`config.mk`:
```
export PLATFORM = sky130hd
export DESIGN_NAME = mvm_sched
export DESIGN_NICKNAME = d
export VERILOG_FILES = /design/src/rtl/mvm_sched.sv
export SDC_FILE = /design/constraint.sdc
export NUM_CORES = 1
export LEC_CHECK = 0
export CAP_MARGIN = 20
export CELL_PAD_IN_SITES_DETAIL_PLACEMENT = 0
export CELL_PAD_IN_SITES_GLOBAL_PLACEMENT = 1
export CORE_MARGIN = 4
export CORE_UTILIZATION = 31
export CTS_BUF_LIST = sky130_fd_sc_hd__clkbuf_16
export CTS_CLUSTER_SIZE = 40
export DETAILED_ROUTE_END_ITERATION = 16
export PLACE_DENSITY = 0.88
export SLEW_MARGIN = 10
export SYNTH_ARGS = -nofsm -noshare
export SYNTH_HDL_FRONTEND = slang
export SYNTH_SLANG_ARGS = --single-unit
```
`constraint.sdc`:
```
create_clock -name clk -period 2 [get_ports clk]
set_clock_uncertainty 0.15 [all_clocks]
set_input_delay 0.4 -clock clk [delete_from_list [all_inputs] [get_ports clk]]
set_output_delay 0.4 -clock clk [all_outputs]
set_load 0.005 [all_outputs]
```
`src/rtl/mvm_sched.sv`:
```
// Round-robin scheduler sharing one matrix-vector engine between two requesters.
// Streams A and x from the owner into the engine, then returns y to that owner.
module mvm_sched #(
    parameter int MAT_SCALE    = 4,
    parameter int INPUT_WIDTH  = 8,
    parameter int OUTPUT_WIDTH = 16,
    parameter int TIMEOUT      = 64
) (
    input  logic                    clk,
    input  logic                    reset,
    input  logic [1:0]              req,
    input  logic [INPUT_WIDTH-1:0]  req_data0,
    input  logic [INPUT_WIDTH-1:0]  req_data1,
    output logic [1:0]              gnt,
    output logic [1:0]              rsp_valid,
    output logic [OUTPUT_WIDTH-1:0] rsp_data,
    output logic [1:0]              err,
    output logic                    busy,
    output logic                    eng_start,
    output logic [INPUT_WIDTH-1:0]  eng_data_in,
    input  logic                    eng_done,
    input  logic [OUTPUT_WIDTH-1:0] eng_data_out
);

    localparam int LOAD_LEN = MAT_SCALE * MAT_SCALE + MAT_SCALE;
    localparam int LCW = $clog2(LOAD_LEN) + 1;
    localparam int WCW = $clog2(TIMEOUT) + 1;
    localparam logic [LCW-1:0] LOAD_LAST = LCW'(LOAD_LEN - 1);
    localparam logic [LCW-1:0] DRAIN_LAST = LCW'(MAT_SCALE - 1);
    localparam logic [WCW-1:0] WAIT_LAST = WCW'(TIMEOUT - 1);

    typedef enum logic [2:0] {
        S_IDLE, S_START, S_LOAD, S_WAIT, S_DRAIN, S_ABORT
    } state_t;

    state_t           state_q, state_d;
    logic             owner_q, owner_d;
    logic             last_q, last_d;
    logic [LCW-1:0]   lcnt_q, lcnt_d;
    logic [WCW-1:0]   wcnt_q, wcnt_d;
    logic [1:0]       gnt_q, gnt_d;
    logic [1:0]       rsp_valid_q, rsp_valid_d;
    logic [1:0]       err_q, err_d;
    logic             busy_q, busy_d;
    logic             eng_start_q, eng_start_d;
    logic             win;
    logic [1:0]       sel;

    always_comb begin
        state_d = state_q;
        owner_d = owner_q;
        last_d  = last_q;
        lcnt_d  = lcnt_q;
        wcnt_d  = wcnt_q;
        win     = req[1] & ~(req[0] & last_q);
        unique case (state_q)
            S_IDLE: begin
                if (req != 2'b00) begin
                    owner_d = win;
                    last_d  = win;
                    state_d = S_START;
                end
            end
            S_START: begin
                lcnt_d  = '0;
                state_d = S_LOAD;
            end
            S_LOAD: begin
                if (lcnt_q == LOAD_LAST) begin
                    lcnt_d  = '0;
                    wcnt_d  = '0;
                    state_d = S_WAIT;
                end else begin
                    lcnt_d = lcnt_q + 1'b1;
                end
            end
            S_WAIT: begin
                if (eng_done) begin
                    lcnt_d  = '0;
                    state_d = S_DRAIN;
                end else if (wcnt_q == WAIT_LAST) begin
                    state_d = S_ABORT;
                end else begin
                    wcnt_d = wcnt_q + 1'b1;
                end
            end
            S_DRAIN: begin
                if (lcnt_q == DRAIN_LAST) begin
                    lcnt_d  = '0;
                    state_d = S_IDLE;
                end else begin
                    lcnt_d = lcnt_q + 1'b1;
                end
            end
            S_ABORT: state_d = S_IDLE;
            default: state_d = S_IDLE;
        endcase

        // Outputs are registered from the next state so they are glitch-free.
        sel         = owner_d ? 2'b10 : 2'b01;
        gnt_d       = (state_d == S_LOAD) ? sel : 2'b00;
        rsp_valid_d = (state_d == S_DRAIN) ? sel : 2'b00;
        err_d       = (state_d == S_ABORT) ? sel : 2'b00;
        busy_d      = (state_d != S_IDLE);
        eng_start_d = (state_d == S_START);
    end

    always_ff @(posedge clk or negedge reset) begin
        if (!reset) begin
            state_q     <= S_IDLE;
            owner_q     <= 1'b0;
            last_q      <= 1'b1;
            lcnt_q      <= '0;
            wcnt_q      <= '0;
            gnt_q       <= 2'b00;
            rsp_valid_q <= 2'b00;
            err_q       <= 2'b00;
            busy_q      <= 1'b0;
            eng_start_q <= 1'b0;
        end else begin
            state_q     <= state_d;
            owner_q     <= owner_d;
            last_q      <= last_d;
            lcnt_q      <= lcnt_d;
            wcnt_q      <= wcnt_d;
            gnt_q       <= gnt_d;
            rsp_valid_q <= rsp_valid_d;
            err_q       <= err_d;
            busy_q      <= busy_d;
            eng_start_q <= eng_start_d;
        end
    end

    assign gnt       = gnt_q;
    assign rsp_valid = rsp_valid_q;
    assign err       = err_q;
    assign busy      = busy_q;
    assign eng_start = eng_start_q;

    assign eng_data_in = gnt_q[1] ? req_data1 :
                         gnt_q[0] ? req_data0 : '0;
    assign rsp_data    = (rsp_valid_q != 2'b00) ? eng_data_out : '0;

endmodule
```
==> results of run 1 <==
[routing by layer]
layer | wire length, um | share of wire (%) | vias to the layer above | global-route usage [%]
met5 | 0 | 0 | - | 0
met4 | 59 | 1.4 | 0 | 4.12
met3 | 335 | 7.9 | 7 | 3.84
met2 | 2040 | 48 | 47 | 24.2
met1 | 1810 | 43 | 729 | 15.7
li1 | - | - | 761 | -
[sequential cells by signal, summed over array words and instances, names as in the netlist]
name	count
last_q	1
gnt	2
busy	1
err	2
wcnt_q	7
eng_start	1
state_q	3
owner_q	1
rsp_valid	2
lcnt_q	6
[where the power goes]
part | internal (mW) | total, mW | switching (mW)
clock | 0.398 | 0.583 | 0.185
sequential | 0.698 | 0.896 | 0.198
combinational | 0.811 | 1.47 | 0.658
[worst register-to-register path, cell delays in order (launching register included)]
cell and delay, ps:
sky130_fd_sc_hd__dfrtp_1 360, sky130_fd_sc_hd__ha_2 220, sky130_fd_sc_hd__or4b_4 480, sky130_fd_sc_hd__o211ai_2 210
sky130_fd_sc_hd__o31a_4 220, sky130_fd_sc_hd__and3b_1 180
[repair_timing]
action,in CTS,in global routing
resized for setup,31,3
setup buffers,4,4
pin swaps,5,1
endpoints found under the setup margin,25,5
[area by class of cell]
type | instances | share of cell area [%]
multi-input combinational | 122 | 34.8
timing repair buffer | 88 | 31.7
sequential | 26 | 25.4
tap | 67 | 3.27
clock buffer | 3 | 2.92
clock inverter | 1 | 1.17
inverter | 5 | 0.731
[cells in the mapped netlist, types with 2 or more instances]
library cell / count / area share, %
sky130_fd_sc_hd__a211o_1: 2 / 1.1
sky130_fd_sc_hd__a21oi_1: 7 / 2.2
sky130_fd_sc_hd__a22o_1: 9 / 5.0
sky130_fd_sc_hd__a31oi_1: 3 / 1.2
sky130_fd_sc_hd__a32oi_1: 2 / 1.1
sky130_fd_sc_hd__and3_1: 2 / 0.79
sky130_fd_sc_hd__buf_2: 2 / 0.63
sky130_fd_sc_hd__clkbuf_1: 3 / 0.71
sky130_fd_sc_hd__dfrtp_1: 25 / 40
sky130_fd_sc_hd__ha_1: 2 / 1.6
sky130_fd_sc_hd__inv_1: 3 / 0.71
sky130_fd_sc_hd__inv_2: 2 / 0.48
sky130_fd_sc_hd__mux2i_1: 3 / 1.9
sky130_fd_sc_hd__nand2_1: 11 / 2.6
sky130_fd_sc_hd__nand3_1: 4 / 1.3
sky130_fd_sc_hd__nand3_2: 2 / 1.3
sky130_fd_sc_hd__nor2_1: 11 / 2.6
sky130_fd_sc_hd__nor2b_1: 18 / 7.1
sky130_fd_sc_hd__nor3_1: 3 / 0.95
sky130_fd_sc_hd__nor3b_2: 3 / 2.4
sky130_fd_sc_hd__o21ai_0: 6 / 1.9
sky130_fd_sc_hd__o21ai_1: 5 / 1.6
sky130_fd_sc_hd__o31ai_1: 2 / 0.95
sky130_fd_sc_hd__or3_1: 2 / 0.79
sky130_fd_sc_hd__or4_1: 3 / 1.4
sky130_fd_sc_hd__xor2_1: 2 / 1.1
[per-stage QoR]
stage,instances,worst slack (ps)
2_1_floorplan,160,183
3_5_place_dp,300,-159
6_report,312,72.9
3_3_place_gp,300,-165
5_1_grt,312,12.6
4_1_cts,308,23.2
[worst paths after layout]
kind	startpoint	endpoint	slack (ps)	cells past startpoint
worst max-delay path	lcnt_q[1]	err[1]	70	5
worst min register to register	wcnt_q[2]	wcnt_q[2]	350	1
worst min-delay path	wcnt_q[2]	wcnt_q[2]	350	1
worst max register to register	lcnt_q[1]	err[1]	70	5
max in group asynchronous	reset	last_q	1040	2
min in group asynchronous	reset	wcnt_q[6]	360	2
[kinds of logic (layout without fill, tap and decap cells)]
| kind of cell | count (synthesis) | after routing | share of synthesized area [%] |
|---|---|---|---|
| AOI/OAI and AO/OA | 41 | 41 | 19.6 |
| muxes | 4 | 4 | 2.61 |
| and+or+nand+nor | 73 | 73 | 30.1 |
| DFF | 26 | 26 | 41.3 |
| buffers and inverters | 12 | 97 | 3.72 |
| xor gates and xnor gates | 2 | 2 | 1.11 |
| adders and majority gates | 2 | 2 | 1.58 |
==> results, run 1 <==
- Final hold analysis gives a worst-case slack of between 300 and 400 ps.
- The delay of the slowest cell on the worst path is 470 ps.
- TritonCTS built the clock tree.
- The H-tree level count is 1.
- The final-report max-slew violation count is 0.
- Among cell families on the critical path, the largest total delay comes from simple AND/OR/NAND/NOR gates.
- The actual slew at the worst max-slew pin is ~390 ps.
- Data on the critical path arrives at its endpoint at 1930 ps.
- The number of buffers on the longest clock path is 2.
- The startpoint kind of the worst setup timing path is a register.
- The flow ran to the end, and the final reports show no timing, DRC or antenna violations.
- The number of buffers added on ports is 68.
- Synthesis produced a netlist with a net count of 199.
- The yosys synthesis warning count is 0.
- The count of hold-fix buffers inserted at cts is 0.
- The headroom to the max-slew limit is between 70% and 80%.
- Counting flops with a built-in enable in the synthesized netlist gives 0.
- For this run, the share of the core covered by cells in the final layout is 53.3%.
- The via density per instance is 4.95.
- The total placed instance area is ~0.0024 sq mm.
- Dividing the synthesized area by the synthesized cell count gives 9.88 sq um.
- The die covers 0.00630 sq mm.
- The finished cells cover ~0.0026 sq mm.
- The CTS clock-pin slew for the worst setup and hold paths is roughly 60 ps.
- After detailed routing, the average wire length per cell comes to 13.6 um.
- The share of final-layout standard cells stronger than drive strength 1 is roughly a fifth.
- STA classifies the critical path endpoint as a register.
- Counting flops and latches in the post-synthesis netlist gives 26.
- The area of the placeable core is 0.00482 sq mm.
- The root buffer cell chosen for the clock tree is sky130_fd_sc_hd__clkbuf_16.
- For this run, the post-layout net count is 285.
- Summing the sequential cell areas from Yosys gives approximately two fifths of the chip area.
- The number of setup violations in the final report is 0.
- Adding up every negative setup slack in the final design gives 0 ps.
- Once detailed placement completed, the half-perimeter wirelength came to 3230 um.
- The buffers plus inverters on the worst setup path is 0.
- Relative to the synthesized area, the layout overhead comes to 62.5%.
- The sequential cells in the finished layout cover a total of 653 sq um.
- The final hold violation count was 0.
- For this run, design rule violations remaining after detail routing come to 0.
- The wire length of the first global-routing pass is between 6000 and 7000 um.
- The post-synth design cell area is 0.00158 sq mm.
- The distinct cell type count after synthesis is 49.
- Along the worst path, the maximum fanout reaches 5.
- Power spread over the standard cell area amounts to roughly 1100 mW/mm^2.
- The cell leakage power is 1.18 nW.
- The largest vdd supply drop is slightly above 0.6 mV.
- In the layout the commonest cells are sky130_fd_sc_hd__clkdlybuf4s50_1 (44), sky130_fd_sc_hd__dfrtp_1 (24), sky130_fd_sc_hd__dlygate4sd2_1 (23), sky130_fd_sc_hd__buf_4 (18), sky130_fd_sc_hd__nor2b_1 (17).
- For this design, the slowest cell found on the critical path is sky130_fd_sc_hd__or4b_4.
- The number of search-and-repair iterations in the first detailed-routing pass is 4.
- The worst hold path belongs to the class register to register.
- Global routing used 13.6% of the available tracks.
- The most used flip-flop cell after synthesis is sky130_fd_sc_hd__dfrtp_1.
- The most common library cell in the layout ignoring fill and taps is sky130_fd_sc_hd__clkdlybuf4s50_1.
- The number of fill cells in the layout is around 470.
- Overall power consumption after layout is estimated at 2.95 mW.
- The category of the most critical setup path is register to register.
- The gate count of the mapped netlist is 160.
- The overall routed net length is 4250 um.
- The starting DRC count in detailed routing is 38.
- The horizontal extent of the die is just under 80 um.
- The count of nets left with antenna violations once routing finished came out at 0.
- The sum of overflow across all layers after global routing is 0.
- The clock drives 26 sinks.
- The pin count of the biggest net entering global routing is 27.
- The routed layout has ~1500 vias.
- The number of clock buffers added by TritonCTS is 3.
- The insertion delay to the later sink of the worst-skew pair is around 260 ps.
- The area of the multi-input gates is 893 sq um.
- The initial core utilization is 32.8%.
- Max-cap violations in this run came to 0.
- The fraction of synthesis flops using an asynchronous set or reset pin is 100%.
- Setup repair after global routing left no endpoint under its margin.
- The initial antenna violation count is 0.
- The die is 79.4 um tall.
- The total number of placement rows is 25.
- The final weighted congestion in routability-driven placement is 0.792.
- Static timing analysis puts the maximum clock frequency at 0.519 GHz.
- In this run the count of I/O pins placed on the die edge is 69.
- The antenna diode count is 0.
- The shortest clock period the worst path allows after layout is 1930 ps.
- At the worst endpoint, the required time is 2000 ps.
- The post-route clock period utilization is 96.4%.
- The signal on the critical path passes through ha_2 > or4b_4 > o211ai_2 > o31a_4 > and3b_1.
- The via count of the first global-routing pass is 1509.
No activity file was read; power rests on OpenSTA's default activity.
==> run 2: changes to the inputs <==
- CTS_CLUSTER_DIAMETER: default -> 30
- SKIP_LAST_GASP: default -> 1
==> run 2 against run 1 <==
  * Wire length down 0.52%
  * Combinational power about the same
  * Total power about the same
  * Die area unchanged
  * First-iteration DRC count down 11%
  * Sequential share of layout area down 0.073 points
  * Fmax about the same
  * Hold slack unchanged
  * Via count down 0.13%
  * Non-clock buffer count unchanged
  * Register-to-register slack about the same
  * Cell count unchanged
==> results, run 2 (synthesis gave the netlist of run 1 again) <==
- The post-placement setup slack is -159 ps (unchanged).
- The overall power consumption is 2.95 mW (about the same).
- The DRC violations left is 0 (unchanged).
- The flow ran to the end, and the final reports show no timing, DRC or antenna violations.
- The starting DRC count in detailed routing is 34 (-11%).
- The actual slew at the worst max-slew pin is 489 ps (+103 ps).
- The via density per instance was 4.94 (-0.13%).
- The count of vias placed by the detailed router was 1542 (-0.13%).
- The final hold violation count is 0 (unchanged).
- TritonCTS built the clock tree.
- The sum of overflow across all layers after global routing is 0 (unchanged).
- The final-report max-slew violation count is 0 (unchanged).
- The path category of the worst min-delay check is register to register.
- The initial antenna violation count is 0 (unchanged).
- The antenna diode count came to 0 (unchanged).
- The total number of placement rows came to 25 (unchanged).
- The horizontal extent of the die came to 79.4 um (unchanged).
- The initial core utilization is 32.8% (unchanged).
- The areal power density over the cells is 1150 mW/mm^2 (-0.18%).
- The maximum achievable frequency is 0.519 GHz (about the same).
- The CTS clock-pin slew for the worst setup and hold paths came to 60 ps (about the same).
- The H-tree level count is 1 (unchanged).
- The share of power burned in combinational logic is 49.9% (about the same).
- The via count of the first global-routing pass is 1505 (-0.27%).
- The critical path arrival came to 1930 ps (about the same).
- The half-perimeter wire length after placement came to 3230 um (unchanged).
- The insertion delay to the later sink of the worst-skew pair came to 260 ps (about the same).
- The growth of design area from synthesis to finish is 62.6% (about the same).
- The category of the most critical setup path is register to register.
- The worst setup margin is 72.8 ps (-0.155 ps).
- The total negative slack is 0 ps (unchanged).
- The cell at the root of the clock tree is sky130_fd_sc_hd__clkbuf_16.
- Walking the worst path, the cells encountered are ha_2 > or4b_4 > o211ai_2 > o31a_4 > and3b_1.
- The number of buffers added on ports is 68 (unchanged).
- The number of buffers created by CTS is 3 (unchanged).
- The final layout net count is 285 (unchanged).
- The delay of the slowest cell on the worst path is 470 ps (about the same).
- The sink count of the clock tree came to 26 (unchanged).
- The wire length of the first global-routing pass is 6870 um (-0.41%).
- The library cells used most frequently in the layout, excluding fill and tap cells, are sky130_fd_sc_hd__clkdlybuf4s50_1 (44), sky130_fd_sc_hd__dfrtp_1 (25), sky130_fd_sc_hd__dlygate4sd2_1 (22), sky130_fd_sc_hd__buf_4 (18), sky130_fd_sc_hd__nor2b_1 (17).
- The headroom to the max-slew limit came to 67.4% (-6.9 points).
- The final design area excluding fillers is 0.00257 sq mm (about the same).
- The total routing resource utilization after global routing was 13.5% (-0.072 points).
- The number of fill cells in the layout is 475 (+0.85%).
- The shortest clock period the worst path allows after layout is 1930 ps (+0.155 ps).
- The sequential cell fraction of total power is 30.3% (about the same).
- The flip-flop count of the largest register after layout is 7 (unchanged).
- Setup repair after global routing could not meet its margin everywhere.
- The die area is 0.00630 sq mm (unchanged).
- The switching power is 1.04 mW (-0.16%).
- The share of total power in the clock network is 19.8% (about the same).
- The slowest stage cell on the critical path is sky130_fd_sc_hd__or4b_4.
- The internal power summed over all cells came to 1.91 mW (about the same).
- The number of search-and-repair iterations in the first detailed-routing pass is 4 (unchanged).
- The overall routed net length is 4230 um (-0.52%).
- The most common library cell in the layout ignoring fill and taps is sky130_fd_sc_hd__clkdlybuf4s50_1.
- The average wire per standard cell is 13.6 um (-0.52%).
- The pin count of the biggest net entering global routing is 27 (unchanged).
- The most flop-heavy register is wcnt_q.
- The switching fraction of total power came to 35.3% (about the same).
- The total placed instance area is 0.00239 sq mm (unchanged).
- The number of maximum-capacitance constraint violations came to 0 (unchanged).
- The largest vdd supply drop is 0.609 mV (-0.11%).
- The sort of element at the end of the critical path is a register.
- The final weighted congestion in routability-driven placement is 0.792 (unchanged).
- The cell leakage power is 1.19 nW (+1.2%).
- The count of placed standard cells in the final layout, fillers left out was 312 (unchanged).
- The count of placed standard cells including taps is 300 (unchanged).
- The area of the placeable core is 0.00482 sq mm (unchanged).
- The residual antenna-violating net count after detailed routing is 0 (unchanged).
- The largest driver fanout on the critical path is 5 (unchanged).
- The top-level I/O count is 69 (unchanged).
- The share of final-layout standard cells stronger than drive strength 1 is 18.8% (-0.41 points).
- The data required time of the worst path is 2000 ps (about the same).
- The worst setup path is launched from a register.
- The number of buffers on the longest clock path is 2 (unchanged).
- The largest registers in the layout are wcnt_q (7), lcnt_q (6), state_q (3).
- The worst hold slack across all endpoints was 351 ps (unchanged).
- The vertical die dimension is 79.4 um (unchanged).
- The number of setup violations in the final report is 0 (unchanged).
- The count of hold-fix buffers inserted at cts was 0 (unchanged).
- The post-route clock period utilization came to 96.4% (about the same).
- The post-route core utilization is 53.4% (about the same).
==> run 2: changes by cell type in the layout (fill, tap and decap cells not counted), sizes merged <==
cell	change
dlygate4sd2	-1
dlymetal6s2s	+1
==> run 2: per-layer routing <==
layer / wire [um] / vias to the layer above / part of all wire (%) / GRT usage, %
met2: 2020 / 47 / 48 / 23.8
li1: - / 761 / - / -
met4: 59 / 0 / 1.4 / 4.12
met5: 0 / - / 0 / 0
met1: 1820 / 727 / 43 / 15.8
met3: 326 / 7 / 7.7 / 3.84
==> run 2: worst paths after layout <==
| path | start | end | slack, ps | depth (start not counted) |
|---|---|---|---|---|
| max | lcnt_q[1] | err[1] | 70 | 5 |
| min | wcnt_q[2] | wcnt_q[2] | 350 | 1 |
| max reg2reg | lcnt_q[1] | err[1] | 70 | 5 |
| min reg2reg | wcnt_q[2] | wcnt_q[2] | 350 | 1 |
| max in group asynchronous | reset | last_q | 1040 | 2 |
| min in group asynchronous | reset | wcnt_q[6] | 360 | 2 |
==> run 2: power groups by stage <==
stage	registers (mW)	logic (mW)	clock network (mW)
5_1_grt	0.925	1.63	0.618
6_report	0.894	1.47	0.583
3_5_place_dp	0.885	1.43	0
4_1_cts	0.887	1.43	0.598
2_1_floorplan	0.822	0.850	0
3_3_place_gp	0.879	1.41	0
==> run 2: critical path, delay by kind of cell (launching register included) <==
kind	cells	cell delay (ps)
compound gates	2	430
fa+ha+maj	1	220
flops	1	360
simple gates	2	650
==> run 2: cell type report <==
cell class / count / area (sq um) / share of cell area, %
clock inverters: 1 / 30.0 / 1.17
repair buffers: 88 / 817 / 31.8
inverters: 5 / 18.8 / 0.730
multi-input cells: 122 / 893 / 34.8
clock buffers: 3 / 75.1 / 2.92
well taps: 67 / 83.8 / 3.26
flip-flops and latches: 26 / 652 / 25.4
==> run 2: what timing repair did <==
action / in CTS / in global routing
pin swaps: 5 / 1
gates resized for setup: 29 / 4
buffers inserted: 4 / 4
endpoints found under the setup margin: 25 / 6
